<file path="config.mk">
export PLATFORM = sky130hd
export DESIGN_NAME = pipe_skid_stage
export DESIGN_NICKNAME = d
export VERILOG_FILES = /design/src/rtl/pipe_pkg.sv /design/src/rtl/sat_counter.sv /design/src/rtl/pipe_skid_stage.sv
export SDC_FILE = /design/constraint.sdc
export NUM_CORES = 1
export LEC_CHECK = 0
export BUFFER_PORTS_ARGS = -buffer_cell sky130_fd_sc_hd__buf_4
export CAP_MARGIN = 10
export CORE_ASPECT_RATIO = 1.1
export CORE_UTILIZATION = 30
export CTS_BUF_LIST = sky130_fd_sc_hd__clkbuf_8
export DETAILED_ROUTE_END_ITERATION = 8
export PLACE_DENSITY_LB_ADDON = 0.25
export SLEW_MARGIN = 0
export SYNTH_ARGS = -nofsm -noshare
export SYNTH_HDL_FRONTEND = slang
export SYNTH_SLANG_ARGS = --single-unit
</file>
<file path="constraint.sdc">
create_clock -name clk -period 1.8 [get_ports clk]
set_input_delay 0.36 -clock clk [delete_from_list [all_inputs] [get_ports clk]]
set_output_delay 0.36 -clock clk [all_outputs]
set_load 0.005 [all_outputs]
</file>
<file path="src/rtl/pipe_pkg.sv">
// rtl/pipe_pkg.sv - shared types and widths for pipeline stage registers
package pipe_pkg;

  // Stage occupancy: EMPTY holds nothing, FULL holds main, SKID holds main plus skid.
  typedef enum logic [1:0] {
    ST_EMPTY = 2'd0,
    ST_FULL  = 2'd1,
    ST_SKID  = 2'd2
  } pipe_state_e;

  localparam int STALL_CNT_W = 16;

  // Concatenated payload widths of the datapath stage registers.
  localparam int IDEX_W  = 160;
  localparam int EXMEM_W = 107;
  localparam int MEMWB_W = 71;

endpackage

</file>
<file path="src/rtl/sat_counter.sv">
// rtl/sat_counter.sv - saturating event counter with synchronous clear
module sat_counter #(
  parameter int CNT_W = 16
) (
  input  logic             clk,
  input  logic             rst,
  input  logic             clr,
  input  logic             inc,
  output logic [CNT_W-1:0] cnt
);

  localparam logic [CNT_W-1:0] CNT_MAX = {CNT_W{1'b1}};
  localparam logic [CNT_W-1:0] CNT_ONE = {{(CNT_W-1){1'b0}}, 1'b1};

  // Clear wins over increment; the count sticks at all-ones instead of wrapping.
  always_ff @(posedge clk) begin
    if (rst || clr) begin
      cnt <= '0;
    end else if (inc && (cnt != CNT_MAX)) begin
      cnt <= cnt + CNT_ONE;
    end
  end

endmodule

</file>
<file path="src/rtl/pipe_skid_stage.sv">
// rtl/pipe_skid_stage.sv - valid/ready pipeline stage register with optional skid entry
module pipe_skid_stage
  import pipe_pkg::*;
#(
  parameter int DATA_W       = IDEX_W,
  parameter int SKID_EN      = 1,
  parameter int CLR_ON_FLUSH = 1,
  parameter int CNT_W        = STALL_CNT_W
) (
  input  logic              clk,
  input  logic              rst,
  input  logic              flush,
  input  logic              in_valid,
  output logic              in_ready,
  input  logic [DATA_W-1:0] in_data,
  output logic              out_valid,
  input  logic              out_ready,
  output logic [DATA_W-1:0] out_data,
  output logic [CNT_W-1:0]  stall_cnt,
  input  logic              cnt_clr
);

  pipe_state_e       state;
  pipe_state_e       state_nxt;
  logic [DATA_W-1:0] main_q;
  logic [DATA_W-1:0] skid_data;
  logic              load_main;
  logic              skid_to_main;
  logic              xfer_in;
  logic              xfer_out;

  assign out_valid = (state != ST_EMPTY);
  assign out_data  = main_q;

  // With the skid entry in_ready is a pure state decode; without it the
  // single register frees up in the same cycle it is consumed.
  assign in_ready = ~rst & ((SKID_EN != 0) ? (state != ST_SKID)
                                           : ((state == ST_EMPTY) | out_ready));

  assign xfer_in  = in_valid & in_ready;
  assign xfer_out = out_valid & out_ready;

  // Next-state and main-register load decisions; flush discards everything held or offered.
  always_comb begin
    state_nxt    = state;
    load_main    = 1'b0;
    skid_to_main = 1'b0;
    unique case (state)
      ST_EMPTY: begin
        if (xfer_in) begin
          state_nxt = ST_FULL;
          load_main = 1'b1;
        end
      end
      ST_FULL: begin
        if (xfer_in && xfer_out) begin
          load_main = 1'b1;
        end else if (xfer_in && (SKID_EN != 0)) begin
          state_nxt = ST_SKID;
        end else if (xfer_out) begin
          state_nxt = ST_EMPTY;
        end
      end
      ST_SKID: begin
        if (xfer_out) begin
          state_nxt    = ST_FULL;
          load_main    = 1'b1;
          skid_to_main = 1'b1;
        end
      end
      default: state_nxt = ST_EMPTY;
    endcase
    if (flush) begin
      state_nxt = ST_EMPTY;
      load_main = 1'b0;
    end
  end

  // State register.
  always_ff @(posedge clk) begin
    if (rst) begin
      state <= ST_EMPTY;
    end else begin
      state <= state_nxt;
    end
  end

  // Main payload register feeding out_data; refilled from the skid entry when it drains.
  always_ff @(posedge clk) begin
    if (rst || flush) begin
      if (CLR_ON_FLUSH != 0) begin
        main_q <= '0;
      end
    end else if (load_main) begin
      main_q <= skid_to_main ? skid_data : in_data;
    end
  end

  generate
    if (SKID_EN != 0) begin : g_skid
      logic [DATA_W-1:0] skid_q;

      // Skid entry captures the word accepted while main is stalled downstream.
      always_ff @(posedge clk) begin
        if (rst || flush) begin
          if (CLR_ON_FLUSH != 0) begin
            skid_q <= '0;
          end
        end else if ((state == ST_FULL) && xfer_in && !xfer_out) begin
          skid_q <= in_data;
        end
      end

      assign skid_data = skid_q;
    end else begin : g_no_skid
      assign skid_data = '0;
    end
  endgenerate

  sat_counter #(
    .CNT_W(CNT_W)
  ) u_stall_cnt (
    .clk(clk),
    .rst(rst),
    .clr(cnt_clr),
    .inc(out_valid & ~out_ready),
    .cnt(stall_cnt)
  );

`ifndef SYNTHESIS
  a_in_data_stable: assert property (@(posedge clk)
    (!rst && !flush && in_valid && !in_ready) |=> (rst || flush || !in_valid || $stable(in_data)));

  a_no_skid_state: assert property (@(posedge clk)
    !((SKID_EN == 0) && (state == ST_SKID)));
`endif

endmodule

</file>
# Yosys cells after proc, flatten, opt, wreduce, memory -nomap -nowiden
# Cells that the tools add are included.
# W data, S select, Z words.
[op_classes]
bitwise_logic = 6
add_sub_neg = 1
reduce_logical = 11
muxes = 13
eq_ne = 8
[ops]
columns = ["cell", "n"]
rows = [
  ["$mux W160", 1],
  ["$add A16 B1 Y16 const B", 1],
  ["$ne A16 B16 Y1 const B", 1],
  ["$mux W2", 5],
  ["$ne A2 B2 Y1 const B", 4],
  ["$pmux W2 S3", 1],
  ["$mux W1", 5],
  ["$and A1 B1 Y1", 4],
  ["$logic_and A1 B1 Y1", 4],
  ["$reduce_and A4 Y1", 1],
  ["$ne A3 B3 Y1 const B", 1],
  ["$pmux W1 S3", 1],
  ["$eq A2 B1 Y1 const B", 1],
  ["$eq A2 B2 Y1 const B", 1],
  ["$logic_not A2 Y1", 1],
  ["$logic_or A1 B1 Y1", 2],
  ["$not A1 Y1", 2],
  ["$reduce_bool A2 Y1", 1],
  ["$reduce_or A2 Y1", 1],
  ["$logic_not A1 Y1", 1],
]
[word_totals]
elab_cells = 43
register_bits = 338
inputBits = 166
out_inout_bits = 178

# Logic depth before layout (Yosys ltp)
[depth]
depth_word = 7
ltp_mapped = 9
depth_no_buf = 5

# Modules after synthesis
# From an unflattened synthesis, not the netlist that was laid out.
[unflattened]
hier_cells = 1793
hier_area_um2 = 15302.2
[by_module_without_submodules]
columns = ["module", "area_per_inst_um2", "cells_per_inst", "n_inst"]
rows = [
  ["pipe_skid_stage", 14455.1, 1698, 1],
  ["sat_counter", 847.1, 95, 1],
]

# Worst setup path after synthesis
# Ideal clock, no wire load.
[synth_timing]
path_kind = "register -> register"
from = "register u_stall_cnt.cnt[0]"
to = "register u_stall_cnt.cnt[5]"
path_stages_with_launch = 8
setup_time_ps = 70
arrival_time_ps = 1660
period_less_slack_ps = 1730
required_time_ps = 1730
path_slack_ps = 70
cell_sequence = "dfxtp_1 ha_1 nand3_1 nor4_1 buf_2 buf_2 o21ai_0 a21oi_1"
[synth_between]
elab_chain_len = 2
elab_cells_between_ends = 3
cone_classes = "add/sub: 1; eq/ne: 1; reduce/logical: 1"
[synth_lines]
columns = ["item", "line_no", "rtl"]
rows = [
  ["start, declared", "sat_counter.sv:9", "output logic [CNT_W-1:0] cnt"],
  ["start signal, assigned", "sat_counter.sv:20", "cnt <= cnt + CNT_ONE;"],
  ["branches (longest 2 deep; another with $add A16 B1 Y16)", "--", ""],
]
# Several ways; the timed one is not identified.
# A chain may end at the register's enable or synchronous reset.

# Worst setup path in the final report
[layout_timing]
from = "register state[1]"
to = "register main_q[76] (netlist: out_data[76])"
[layout_between]
elab_chain_len = 7
elab_cells_between_ends = 16
cone_classes = "eq/ne: 3; mux: 7; bitwise: 3; reduce/logical: 3"
[layout_lines]
columns = ["item", "line_no", "rtl"]
rows = [
  ["start, declared", "pipe_skid_stage.sv:23", "pipe_state_e state;"],
  ["start signal, assigned", "pipe_skid_stage.sv:84", "state <= state_nxt;"],
  ["$ne A2 B2 Y1", "pipe_skid_stage.sv:37", "assign in_ready = ~rst & ((SKID_EN != 0) ? (state != ST_SKID)"],
  ["$and A1 B1 Y1", "pipe_skid_stage.sv:37", ""],
  ["$and A1 B1 Y1", "pipe_skid_stage.sv:40", "assign xfer_in = in_valid & in_ready;"],
  ["$logic_and A1 B1 Y1", "pipe_skid_stage.sv:56", "if (xfer_in && xfer_out) begin"],
  ["$mux W1", "pipe_skid_stage.sv:56", ""],
  ["$pmux W1 S3", "pipe_skid_stage.sv:48", "unique case (state)"],
  ["$mux W1", "pipe_skid_stage.sv:73", "if (flush) begin"],
  ["end signal, assigned", "pipe_skid_stage.sv:95", "main_q <= skid_to_main ? skid_data : in_data;"],
  ["end, declared", "pipe_skid_stage.sv:25", "logic [DATA_W-1:0] main_q;"],
]
# Several ways; a longest one is shown, not always the timed one.

==> reports/summary.md <==
The flow ran to the end, but the final reports show violations. The checks that failed: negative setup slack. For the number of DRC markers in iteration 0, the log shows 685.

The dominant combinational cell family by area after synthesis is compound AO/OA/AOI/OAI gates. The area fraction of the dominant cell type after synthesis was 0.4728. In this run the worst path has a maximum fanout of 27. Leaving out fill and tap cells, the most frequent cell in the layout is buf_4. The count of port buffers added during placement was 343. Clock network power share: 0.434. The global-route wire length before repair was 72540 µm; the transition at the pin with the smallest max-transition slack was 535.0 ps. Number of global-route vias before repair: 13620. In the synthesized netlist the dominant register cell turns out to be dfxtp_1. The logs give 6771 µm² for the register cell area after layout and 6 for the number of detailed-routing iterations run before antenna repair. The run gives 0 as the remaining global-route overflow. The core region is 46840 µm². The total number of placement rows was 83; the cell-internal power was 12260 µW. For the starting utilization of the core area, the log shows 0.3056. The area occupied by multi-input gates was 7082 µm²; the depth of the worst register-to-register path was 5. The tools report the first element of the critical path as state[1]. The multiplexer area fraction after synthesis is 0.1133, and the overall track demand over capacity in global routing is 0.1829. After synthesis the cells add up to 14310 µm². The final net count is 2374.

The run gives 0 as the remaining design rule violation count. The worst setup path is launched from a flip-flop. Counting distinct cell types in the post-synthesis netlist gives 38.

The logs give 4 for the initial antenna violation count and 0 for the final max-slew violation count. Total power density per cell area: 771.2 nW/µm². The tools report the placement-stage cell area as 17770 µm². Worst-case hold slack: 79.82 ps.

The total count of hold-check failures in the final report is 0. The vertical die dimension was 231.1 µm; the setup slack after layout was -135.4 ps. Setup repair after global routing could not meet its margin everywhere. The synthesized-area fraction occupied by adder cells came out at 0.0008742.

Setup violations remaining at the end of the flow were counted as 138. Across the VDD grid, the largest voltage drop is 0.0004479 V. The analysis attributes to net switching a power of 4096 µW. In the routed layout, each cell is associated on average with a via count of 4.899. Entering global routing, the biggest net connects 111 pins. The layout has 4564 filler cells.

The area of all placed cells without fillers was 21210 µm². After routing, the total negative slack on setup checks comes to -10340 ps. The final core utilization is 0.4528. The share of the cycle needed by the critical path after routing was 1.075. The critical path in this run is classified as flip-flop to flip-flop. Detailed routing inserted a total of 14150 vias. Setup slack on the worst reg-to-reg path comes out at -140 ps. The number of sinks on the clock net came out at 338. The worst hold path class was input pin to flip-flop. The run gives 58 as the clock buffer count from CTS. The library cell used as clock root buffer is clkbuf_8.

The critical register-to-register path endpoint was out_data[76]. The tool flagged a number of max-cap violations equal to 0. The end of the critical path was out_data[76]. The smallest clock period supported by the final layout is computed as 1935 ps. The share of flip-flops with an asynchronous set or reset is 0. The H-tree was split into 2 levels. The fraction of synthesized cell area in xor and xnor cells is 0.

The net switching fraction of the power was 0.2504; the final estimated routing congestion in global placement was 0.7988. After clock tree synthesis, the clock-pin slew on the worst setup and hold paths is 60 ps. The fraction of final layout cells with drive strength greater than 1 is 0.2553. In this run the remaining antenna-violating nets after routing total 0. The tools report the maximum clock insertion buffer count as 3.

The top cell types in the final layout, fill and taps aside, are 385 x buf_4, 336 x dfxtp_1, 328 x nand2_1, 308 x a21oi_1, 162 x mux2i_1. Summed over all layers, the routed wires come to 49540 µm. The worst register-to-register path begins at state[1]. The run gives 344 as the count of boundary I/O pins. After detailed routing, the average wire length per cell comes to 17.15 µm. The synthesized instance count is 1720, and the highest clock rate is 516.7 MHz.

The share of the yosys chip area belonging to registers is 0.4728. STA classifies the critical path endpoint as a flip-flop. The setup skew after layout is 10.78 ps. The area growth from synthesis to final layout is 48.18%.

The flop and latch count out of synthesis came out at 338. TritonCTS built the clock tree. Summed over all cells, the static leakage comes to 0.008911 µW. Detailed placement finished with a half-perimeter wire length of 29390 µm. STA puts the critical path data required time at 2370 ps. The tightest slew margin relative to the limit is 0.6434, and the synthesized area per cell is 8.321 µm².

During synthesis, Yosys emitted a total of 0 warnings. For the worst-skew pair, the clock arrives at the later sink with an insertion delay of 640 ps. The number of enable flip-flop cells after synthesis came out at 0.

STA puts the critical path data arrival time at 2510 ps. Biggest area consumer among synthesized cells: dfxtp_1. The simple logic cell fraction of the synthesized area is 0.1777, and the compound-cell area share of the yosys netlist is 0.1847. When the netlist entered floorplanning its net count stood at 1887. The tools report the combinational power share as 0.103.

By area the synthesized netlist is led by dfxtp_1 47%, a21oi_1 12%, mux2i_1 11%. The share of total power in sequential cells was 0.464. The horizontal extent of the die came out at 210.3 µm. The floorplan step defined a die boundary enclosing 48590 µm².
[stage by stage]
step                      worst slack, ps  power, µW  std cells
after CTS                          -132.8      16460       2868
final                              -135.4      16360       2889
after detailed placement           -122.1       8938       2604
after global routing               -172.9      17070       2889
after floorplan                     69.58       8286       1720
after global placement             -109.7       8916       2604
[synthesized netlist by cell type (2+ instances only)]
cell / n
nand2b_1: 2
nand3b_1: 2
nor2b_1: 4
or4_1: 4
clkbuf_2: 13
and3_1: 3
a21oi_1: 333
mux2i_1: 162
buf_4: 12
nand4_1: 6
o31ai_1: 3
or3_1: 168
dfxtp_1: 338
buf_6: 3
nand3_1: 6
nand2_1: 328
buf_1: 4
nor2_1: 3
buf_2: 17
o211ai_1: 2
and4_1: 3
clkbuf_1: 115
or2_2: 3
o21ai_0: 169
nor4_1: 2
o41ai_1: 2
a31oi_1: 2
[cell families after synthesis]
group	count (synthesis)
DFF	338
AOI/OAI and AO/OA	517
buffers and inverters	165
muxes	162
and+or+nand+nor	537
adders and majority gates	1
[state kept, by name, indices dropped and copies added (netlist names)]
name / flops
state: 2
out_data: 160
g_skid.skid_q: 160
u_stall_cnt.cnt: 16
[critical path, stage by stage, from the launching register on]
cell,delay (ps)
dfxtp_4,350
buf_6,130
o41a_4,610
clkbuf_16,260
or3_1,350
a21oi_1,150
[layout make-up]
| class | count | share of cell area |
|---|---|---|
| Multi-Input combinational cell | 1218 | 0.3339 |
| Sequential cell | 338 | 0.3193 |
| Timing Repair Buffer | 590 | 0.2532 |
| Clock buffer | 75 | 0.04867 |
| Tap cell | 637 | 0.03758 |
| Clock inverter | 26 | 0.006667 |
| Antenna cell | 4 | 0.0004720 |
| Inverter | 1 | 0.0001770 |
[power groups by stage]
stage               Clock, µW  Sequential [µW]  Combinational [µW]
global route             7680             7580                1810
finish                   7090             7580                1680
CTS                      7380             7580                1500
detailed placement          0             7740                1190
floorplan                   0             7740                 545
global placement            0             7740                1170
[per-layer routing]
layer	track usage	vias up	part of all wire
met5	0	-	0
met4	0.06775	0	0.031
met1	0.2273	6698	0.43
li1	-	6986	-
met3	0.04187	107	0.055
met2	0.3071	362	0.49
[worst min-delay path by stage]
| stage | end | slack [ps] | cells past startpoint | startpoint |
|---|---|---|---|---|
| after floorplan | g_skid.skid_q[0] | 440 | 2 | g_skid.skid_q[0] |
| after detailed placement | g_skid.skid_q[20] | 450 | 2 | g_skid.skid_q[20] |
| after global routing | u_stall_cnt.cnt[1] | 50 | 4 | cnt_clr |
| final | u_stall_cnt.cnt[11] | 80 | 4 | cnt_clr |
| after CTS | u_stall_cnt.cnt[11] | 10 | 4 | cnt_clr |
| after global placement | g_skid.skid_q[150] | 440 | 2 | g_skid.skid_q[150] |
[repair_timing]
item | CTS | global route
buffers inserted | 2 | 7
pin swaps | 2 | 44
hold buffers | 161 | 0
setup endpoints to repair | 32 | 170
hold endpoints to repair | 161 | 0
gates cloned | 0 | 11
gates resized for setup | 12 | 91
(Power assumes the default switching activity.)
